===== src/rtl/fp16_add_if.sv =====
// Handshake and operand/result bundle for the half-precision adder coprocessor.
interface fp16_add_if;
  logic        start;
  logic [15:0] a;
  logic [15:0] b;
  logic        busy;
  logic        done;
  logic [15:0] result;

  modport master (output start, a, b, input busy, done, result);
  modport slave  (input start, a, b, output busy, done, result);
endinterface


===== src/rtl/fp16_add_seq.sv =====
// Multi-cycle 1/5/10 floating-point adder: bias 15, exp 0 means zero, no Inf/NaN,
// round to nearest even with G/R/S, saturating exponent overflow.
module fp16_add_seq #(
  parameter int MAX_ALIGN  = 13,
  parameter bit SAT_RESULT = 1'b1
) (
  input  logic      clk,
  input  logic      reset,
  fp16_add_if.slave bus
);
  typedef enum logic [2:0] {IDLE, ALIGN, ADD, NORM, ROUND, DONE} state_t;

  localparam logic [4:0] MAX_ALIGN_W = 5'(MAX_ALIGN);

  state_t      state_reg;
  logic [13:0] big_reg;     // {hidden, frac[9:0], guard, round, sticky}
  logic [13:0] small_reg;
  logic [14:0] sum_reg;     // carry bit on top of the mantissa frame
  logic [5:0]  exp_reg;
  logic [4:0]  diff_reg;
  logic        sign_reg;
  logic        sign_a_reg;
  logic        sign_b_reg;
  logic        sub_reg;
  logic        zero_reg;
  logic        busy_reg;
  logic        done_reg;
  logic [15:0] result_reg;

  logic        a_ge_b;
  logic [10:0] mant_a;
  logic [10:0] mant_b;
  logic        round_up;
  logic        mant_ovf;
  logic [9:0]  frac_r;
  logic [5:0]  exp_r;
  logic [15:0] rounded;

  assign a_ge_b = bus.a[14:10] > bus.b[14:10] ||
                  (bus.a[14:10] == bus.b[14:10] && bus.a[9:0] >= bus.b[9:0]);
  assign mant_a = (bus.a[14:10] != 5'd0) ? {1'b1, bus.a[9:0]} : 11'd0;
  assign mant_b = (bus.b[14:10] != 5'd0) ? {1'b1, bus.b[9:0]} : 11'd0;

  // Ties go to even: round up on G unless R, S and the kept LSB are all zero.
  assign round_up = sum_reg[2] & (sum_reg[1] | sum_reg[0] | sum_reg[3]);
  assign frac_r   = sum_reg[12:3] + {9'd0, round_up};
  assign mant_ovf = round_up & (&sum_reg[12:3]);
  assign exp_r    = mant_ovf ? exp_reg + 6'd1 : exp_reg;

  always_comb begin
    rounded = {sign_reg, exp_r[4:0], frac_r};
    if (zero_reg) begin
      rounded = {sign_reg, 15'd0};
    end else if (exp_r > 6'd31 && SAT_RESULT) begin
      rounded = {sign_reg, 5'h1F, 10'h3FF};
    end
  end

  always_ff @(posedge clk) begin
    if (reset) begin
      state_reg  <= IDLE;
      big_reg    <= '0;
      small_reg  <= '0;
      sum_reg    <= '0;
      exp_reg    <= '0;
      diff_reg   <= '0;
      sign_reg   <= 1'b0;
      sign_a_reg <= 1'b0;
      sign_b_reg <= 1'b0;
      sub_reg    <= 1'b0;
      zero_reg   <= 1'b0;
      busy_reg   <= 1'b0;
      done_reg   <= 1'b0;
      result_reg <= 16'h0000;
    end else begin
      case (state_reg)
        IDLE: begin
          if (bus.start) begin
            busy_reg   <= 1'b1;
            zero_reg   <= 1'b0;
            sign_a_reg <= bus.a[15];
            sign_b_reg <= bus.b[15];
            sub_reg    <= bus.a[15] ^ bus.b[15];
            if (a_ge_b) begin
              big_reg   <= {mant_a, 3'b000};
              small_reg <= {mant_b, 3'b000};
              exp_reg   <= {1'b0, bus.a[14:10]};
              diff_reg  <= bus.a[14:10] - bus.b[14:10];
              sign_reg  <= bus.a[15];
            end else begin
              big_reg   <= {mant_b, 3'b000};
              small_reg <= {mant_a, 3'b000};
              exp_reg   <= {1'b0, bus.b[14:10]};
              diff_reg  <= bus.b[14:10] - bus.a[14:10];
              sign_reg  <= bus.b[15];
            end
            state_reg <= ALIGN;
          end
        end
        ALIGN: begin
          if (diff_reg > MAX_ALIGN_W) begin
            small_reg <= {13'd0, |small_reg};
            state_reg <= ADD;
          end else if (diff_reg == 5'd0) begin
            state_reg <= ADD;
          end else begin
            small_reg <= {1'b0, small_reg[13:2], small_reg[1] | small_reg[0]};
            diff_reg  <= diff_reg - 5'd1;
            if (diff_reg == 5'd1) begin
              state_reg <= ADD;
            end
          end
        end
        ADD: begin
          sum_reg   <= sub_reg ? {1'b0, big_reg} - {1'b0, small_reg}
                               : {1'b0, big_reg} + {1'b0, small_reg};
          state_reg <= NORM;
        end
        NORM: begin
          if (sum_reg[14]) begin
            sum_reg   <= {1'b0, sum_reg[14:2], sum_reg[1] | sum_reg[0]};
            exp_reg   <= exp_reg + 6'd1;
            state_reg <= ROUND;
          end else if (sum_reg[13:0] == 14'd0) begin
            zero_reg  <= 1'b1;
            sign_reg  <= sign_a_reg & sign_b_reg;
            state_reg <= ROUND;
          end else if (sum_reg[13]) begin
            state_reg <= ROUND;
          end else begin
            sum_reg <= {sum_reg[13:0], 1'b0};
            exp_reg <= exp_reg - 6'd1;
            // Underflow below the smallest exponent flushes to a signed zero.
            if (exp_reg == 6'd1) begin
              zero_reg  <= 1'b1;
              state_reg <= ROUND;
            end
          end
        end
        ROUND: begin
          result_reg <= rounded;
          done_reg   <= 1'b1;
          busy_reg   <= 1'b0;
          state_reg  <= DONE;
        end
        DONE: begin
          done_reg  <= 1'b0;
          state_reg <= IDLE;
        end
        default: state_reg <= IDLE;
      endcase
    end
  end

  assign bus.busy   = busy_reg;
  assign bus.done   = done_reg;
  assign bus.result = result_reg;
endmodule

===== src/flat_wrapper.sv =====
// flat-port wrapper written by rule: the top's interface ports become plain ports
module fp16_add_seq_flat 
#(
  parameter int MAX_ALIGN  = 13,
  parameter bit SAT_RESULT = 1'b1
)
  (clk, reset, bus_start, bus_a, bus_b, bus_busy, bus_done, bus_result);
  fp16_add_if bus_i ();
  input  logic clk;
  input  logic reset;
  input wire logic [$bits(bus_i.start)-1:0] bus_start;
  input wire logic [$bits(bus_i.a)-1:0] bus_a;
  input wire logic [$bits(bus_i.b)-1:0] bus_b;
  output wire logic [$bits(bus_i.busy)-1:0] bus_busy;
  output wire logic [$bits(bus_i.done)-1:0] bus_done;
  output wire logic [$bits(bus_i.result)-1:0] bus_result;
  assign bus_i.start = bus_start;
  assign bus_i.a = bus_a;
  assign bus_i.b = bus_b;
  assign bus_busy = bus_i.busy;
  assign bus_done = bus_i.done;
  assign bus_result = bus_i.result;
  fp16_add_seq #(.MAX_ALIGN(MAX_ALIGN), .SAT_RESULT(SAT_RESULT)) u_core (.clk(clk), .reset(reset), .bus(bus_i));
endmodule

===== config.mk =====
export PLATFORM = sky130hd
export DESIGN_NAME = fp16_add_seq_flat
export DESIGN_NICKNAME = d
export VERILOG_FILES = /design/src/rtl/fp16_add_if.sv /design/src/rtl/fp16_add_seq.sv /design/src/flat_wrapper.sv
export SDC_FILE = /design/constraint.sdc
export NUM_CORES = 1
export LEC_CHECK = 0
export ABC_CLOCK_PERIOD_IN_PS = 7750
export CORE_MARGIN = 2
export CORE_UTILIZATION = 55
export DETAILED_ROUTE_END_ITERATION = 7
export HOLD_SLACK_MARGIN = 0.02
export PLACE_DENSITY = 0.77
export SYNTH_ARGS = -nofsm -noshare
export SYNTH_HDL_FRONTEND = slang
export SYNTH_SLANG_ARGS = --single-unit

===== constraint.sdc =====
create_clock -name clk -period 7.75 [get_ports clk]
set_input_delay 1.55 -clock clk [delete_from_list [all_inputs] [get_ports clk]]
set_output_delay 1.55 -clock clk [all_outputs]
set_load 0.01 [all_outputs]

# == Word-level counts from Yosys, hierarchy flattened ==
# Cells that the tools add are included.
# totals
in_bits,35
reg_bits,80
output_inout_bits,18
# classes
addsub,8
n_eq_ne,20
n_reduce_logical,24
bitwise_logic,7
n_lt_le_gt_ge,4
muxes,50
# ops
operator,count
$mux 14,6
$mux 15,5
$mux 6,5
$pmux 15 s2,1
$pmux 14 s2,1
$mux 5,5
$mux 3,8
$mux 11,2
$add 14x14->15,1
$pmux 3 s5,1
$sub 14x14->15,1
$logic_not 14->1,1
$reduce_or 14->1,1
$pmux 6 s2,1
$reduce_and 4->1,3
$add 10x1->10,1
$ge 10x10->1,1
$mux 1,10
$pmux 5 s2,1
$reduce_and 10->1,1
$reduce_bool 2->1,5
$reduce_bool 5->1,2
$sub 5x5->5,2
$ne 3x2->1 const B,3
other kinds (29),45

# == Longest topological paths before layout ==
# depth
ltp_word,8
mapped_depth,14

# == Least setup slack after synthesis ==
# Ideal clock, no wire load.
# synth_path
kind,input to register
startpoint,input bus_b[8]
endpoint,register u_core.big_reg[10]
path_stages,10
required_time_ns,7.618
slack_ns,4.129
arrival_ns,3.489
path_cell_list,inv_1 -> ha_1 -> nand4_1 -> or4_1 -> a32o_1 -> buf_6 -> and2_1 -> clkbuf_1 -> a221oi_1 -> nor3_1
# synth_between
elab_chain_len,4
# synth_lines
element,line_no,rtl
"start, declared",flat_wrapper.sv:13,input wire logic [$bits(bus_i.b)-1:0] bus_b;
$ge 10x10->1,fp16_add_seq.sv:40,(bus.a[14:10] == bus.b[14:10] && bus.a[9:0] >= bus.b[9:0]);
$logic_and 1x1->1,fp16_add_seq.sv:40,
$logic_or 1x1->1,fp16_add_seq.sv:39,assign a_ge_b = bus.a[14:10] > bus.b[14:10] ||
$mux 14,fp16_add_seq.sv:84,if (a_ge_b) begin
"end signal, assigned",fp16_add_seq.sv:85,"big_reg <= {mant_a, 3'b000};"
"end signal, assigned",fp16_add_seq.sv:91,"big_reg <= {mant_b, 3'b000};"
"end, declared",fp16_add_seq.sv:16,logic [13:0] big_reg;
# Every way passes these cells.
# A chain may end at the register's enable or synchronous reset.

# == Worst setup path in the final report ==
# layout_path
startpoint,input bus_b[8]
endpoint,register u_core.big_reg[6]
# Same word-level chain as after synthesis.

==> summary.md <==
| Metric | Value |
|---|---|
| Met1 Wirelength | 6473 um |
| # port buffers | 52 |
| Hold_buf cts | 0 |
| GPL Wtd Cong | 0.9270 |
| List of most frequent post-synthesis cells | nor2_1 (82), nand2_1 (80), dfxtp_1 (77) |
| CTS tree | done |
| Metal3 WL | 637 um |
| Vias per inst | 5.948 |
| First-pass DRT Iterations | 5 |
| WL/cell | 15.81 um |
| Post-synthesis cell count | 736 |
| Startpoint types | input pin |
| Initial DRC count | 326 |
| Pwr Total | 2.083 mW |
| CTS root buf | clkbuf_8 |
| Die height | 104.8 um |
| Fraction of layout cells with a size suffix above 1 | 4.581% |
| Final min period | 4.081 ns |
| Avg Cell Area, Syn | 7.589 um^2 |
| Hold wc startpoint | u_core.bus.result[10] |
| Residual DRC count | 0 |
| Final Hold Slack | 0.4379 ns |
| Worst slew pin tran | 1.169 ns |
| Pin count of the biggest net entering global routing | 70 |
| Crit Path Max Fanout | 36 |
| Total global routing overflow | 0 |
| Post-synth top area share | 27.60% |
| Final hold vios | 0 |
| Nets | 834 |
| DR WL met2 | 6748 um |
| Setup ws final | 3.669 ns |
| Core Footprint | 9819 um^2 |
| Highest Signal Layer | met4 |
| Final setup fails | 0 |
| CP Data Arrival Time | 4.31 ns |
| First-pass GRT wire length | 23,450 um |
| Async S/R FF share, synth | 0% |
| Max Clock Freq | 245.1 MHz |
| Leak | 2.525 nW |
| Most frequent cell after synthesis | nor2_1 |
| Number of fillers in the final layout | 916 |
| Clock sinks | 77 |
| RSZ-0062 raised after global routing | no |
| Initial antenna violation count | 0 |
| Reg2reg start | u_core.small_reg[0] |
| Number of synthesized flops with an enable pin | 0 |
| Synth unique cells | 57 |
| Layout area overhead | 13.28% |
| Vias | 5,335 |
| Kind of critical path | input pin to flip-flop |
| Rows | 36 |
| CTS clk-pin slew, worst paths | 0.08 ns |
| Pwr/cell area | 329.2 nW/um^2 |
| Syn_nets | 811 |
| CP Capture Type | flip-flop |
| Post-Synthesis Cell Area | 5585 um^2 |
| Die Width | 104.8 um |
| Hold crit path type | flip-flop to flip-flop |
| Largest register FFs | 16 |
| Max-Cap Viols | 0 |
| Clk Latency, worst-skew pair | 0.37 ns |
| Reg-to-reg setup timing slack | 4.02 ns |
| Largest cells by area after synthesis | dfxtp_1 (28%), ha_1 (8.5%), nor2_1 (5.5%) |
| Max Root-Sink Buffers | 2 |
| Warnings, synthesis | 0 |
| Final period utilization | 52.65% |
| Crit path from | bus_b[8] |
| Total Wirelength | 14,180 um |
| Clock Skews | 0.01159 ns |
| Post-synth top area cell | dfxtp_1 |
| Die area | 10,980 um^2 |
| Setup repair bufs after CTS | 0 |
| Total GRT Usage | 25.99% |
| Fin Setup TNS | 0 ns |
| # diodes | 0 |
| Pre-CTS setup slack | 3.277 ns |
| Max VDD drop | 0.0001406 V |
| H-tree depth | 3 |
| Vias in the first global route | 4,857 |
| Post-cts sizing count | 0 |
| Final Max Slew Viols | 0 |
| Sequential-to-total area share from yosys stat | 27.60% |
| Critical path required time | 7.98 ns |
| Remaining antenna violation count | 0 |
| Ys flop type | dfxtp_1 |
| Starting density of the core | 56.88% |
| Register bit total from synthesis | 77 |
| Status | complete, no violations |
| Slew HR | 21.63% |
| Dpl hpwl | 10,910 um |
| CTS buffer count | 9 |
| Ports | 53 |
-- per-stage QoR --
stage | util, % | std cells | instance area (um^2)
6_report | 64.44 | 897 | 6327
2_1_floorplan | - | 736 | 5585
3_5_place_dp | 62.30 | 881 | 6117
5_1_grt | 64.44 | 897 | 6327
3_3_place_gp | 62.30 | 881 | 6117
4_1_cts | 64.44 | 897 | 6327
-- worst paths after layout --
check                           depth (start not counted)               endpoint
worst min register to register                          2  u_core.bus.result[10]
worst max-delay path                                   10      u_core.big_reg[6]
worst min-delay path                                    2  u_core.bus.result[10]
worst max register to register                         14     u_core.sum_reg[13]
-- cells in the final DEF (no fill, tap or decap), types with 3 or more instances in the layout --
master | synthesis | layout
a2111oi_0 | 3 | 3
a211oi_1 | 16 | 16
a21o_1 | 10 | 10
a21oi_1 | 57 | 57
a221oi_1 | 14 | 14
a22oi_1 | 5 | 5
a311oi_1 | 10 | 10
a31o_2 | 3 | 3
a31oi_1 | 17 | 17
a32o_1 | 4 | 4
and2_1 | 5 | 5
and4_1 | 5 | 5
buf_4 | 0 | 6
clkbuf_8 | 0 | 11
clkdlybuf4s50_1 | 0 | 51
dfxtp_1 | 77 | 77
ha_1 | 38 | 38
inv_1 | 38 | 38
mux2i_1 | 16 | 16
nand2_1 | 80 | 80
nand2b_1 | 6 | 6
nand3_1 | 11 | 11
nand3b_1 | 3 | 3
nand4_1 | 6 | 6
nor2_1 | 82 | 82
nor2b_1 | 6 | 6
nor3_1 | 34 | 33
nor3b_1 | 12 | 12
nor4_1 | 16 | 16
o211ai_1 | 6 | 6
o21a_1 | 3 | 3
o21ai_0 | 26 | 26
o22ai_1 | 3 | 3
or3_1 | 4 | 4
or4_1 | 3 | 3
xnor2_1 | 26 | 26
xor2_1 | 17 | 17
-- cell type report --
class / count / area, um^2 / area share, %
clock inverter: 5 / 58.81 / 0.9294
sequential: 77 / 1541 / 24.36
tap: 133 / 166.4 / 2.630
multi-input combinational: 575 / 3706 / 58.57
inverter: 38 / 142.6 / 2.254
clock buffer: 11 / 151.4 / 2.393
timing repair buffer: 58 / 560.5 / 8.859
-- cell families after synthesis --
logic type               after synthesis  synth area share (%)
AND/OR/NAND/NOR                      282                 24.15
XOR/XNOR                              43                 6.743
AO/OA/AOI/OAI                        193                 23.07
flip-flops                            77                 27.60
multiplexers                          17                 3.069
buffers and inverters                 84                 6.138
adder cells (fa/ha/maj)               40                 9.229
-- metal layers --
metal | track usage (%) | vias to the layer above
met2 | 43.55 | 145
li1 | - | 2714
met5 | 0 | -
met4 | 9.810 | 0
met3 | 4.616 | 26
met1 | 33.26 | 2450
-- worst max-delay path, cell delays in order --
cell and delay (ns):
clkdlybuf4s50_1 0.50, inv_1 0.07, ha_1 0.29, nand4_1 0.10, or4_1 0.55, a32o_1 0.25, buf_4 0.26, and2_1 0.29
a221oi_1 0.35, nor3_1 0.09
-- where the power goes --
group / switching, mW / total [mW] / internal, mW
sequential: 0.136 / 0.617 / 0.481
combinational: 0.643 / 1.14 / 0.501
clock: 0.155 / 0.321 / 0.166
(Power assumes the default switching activity.)
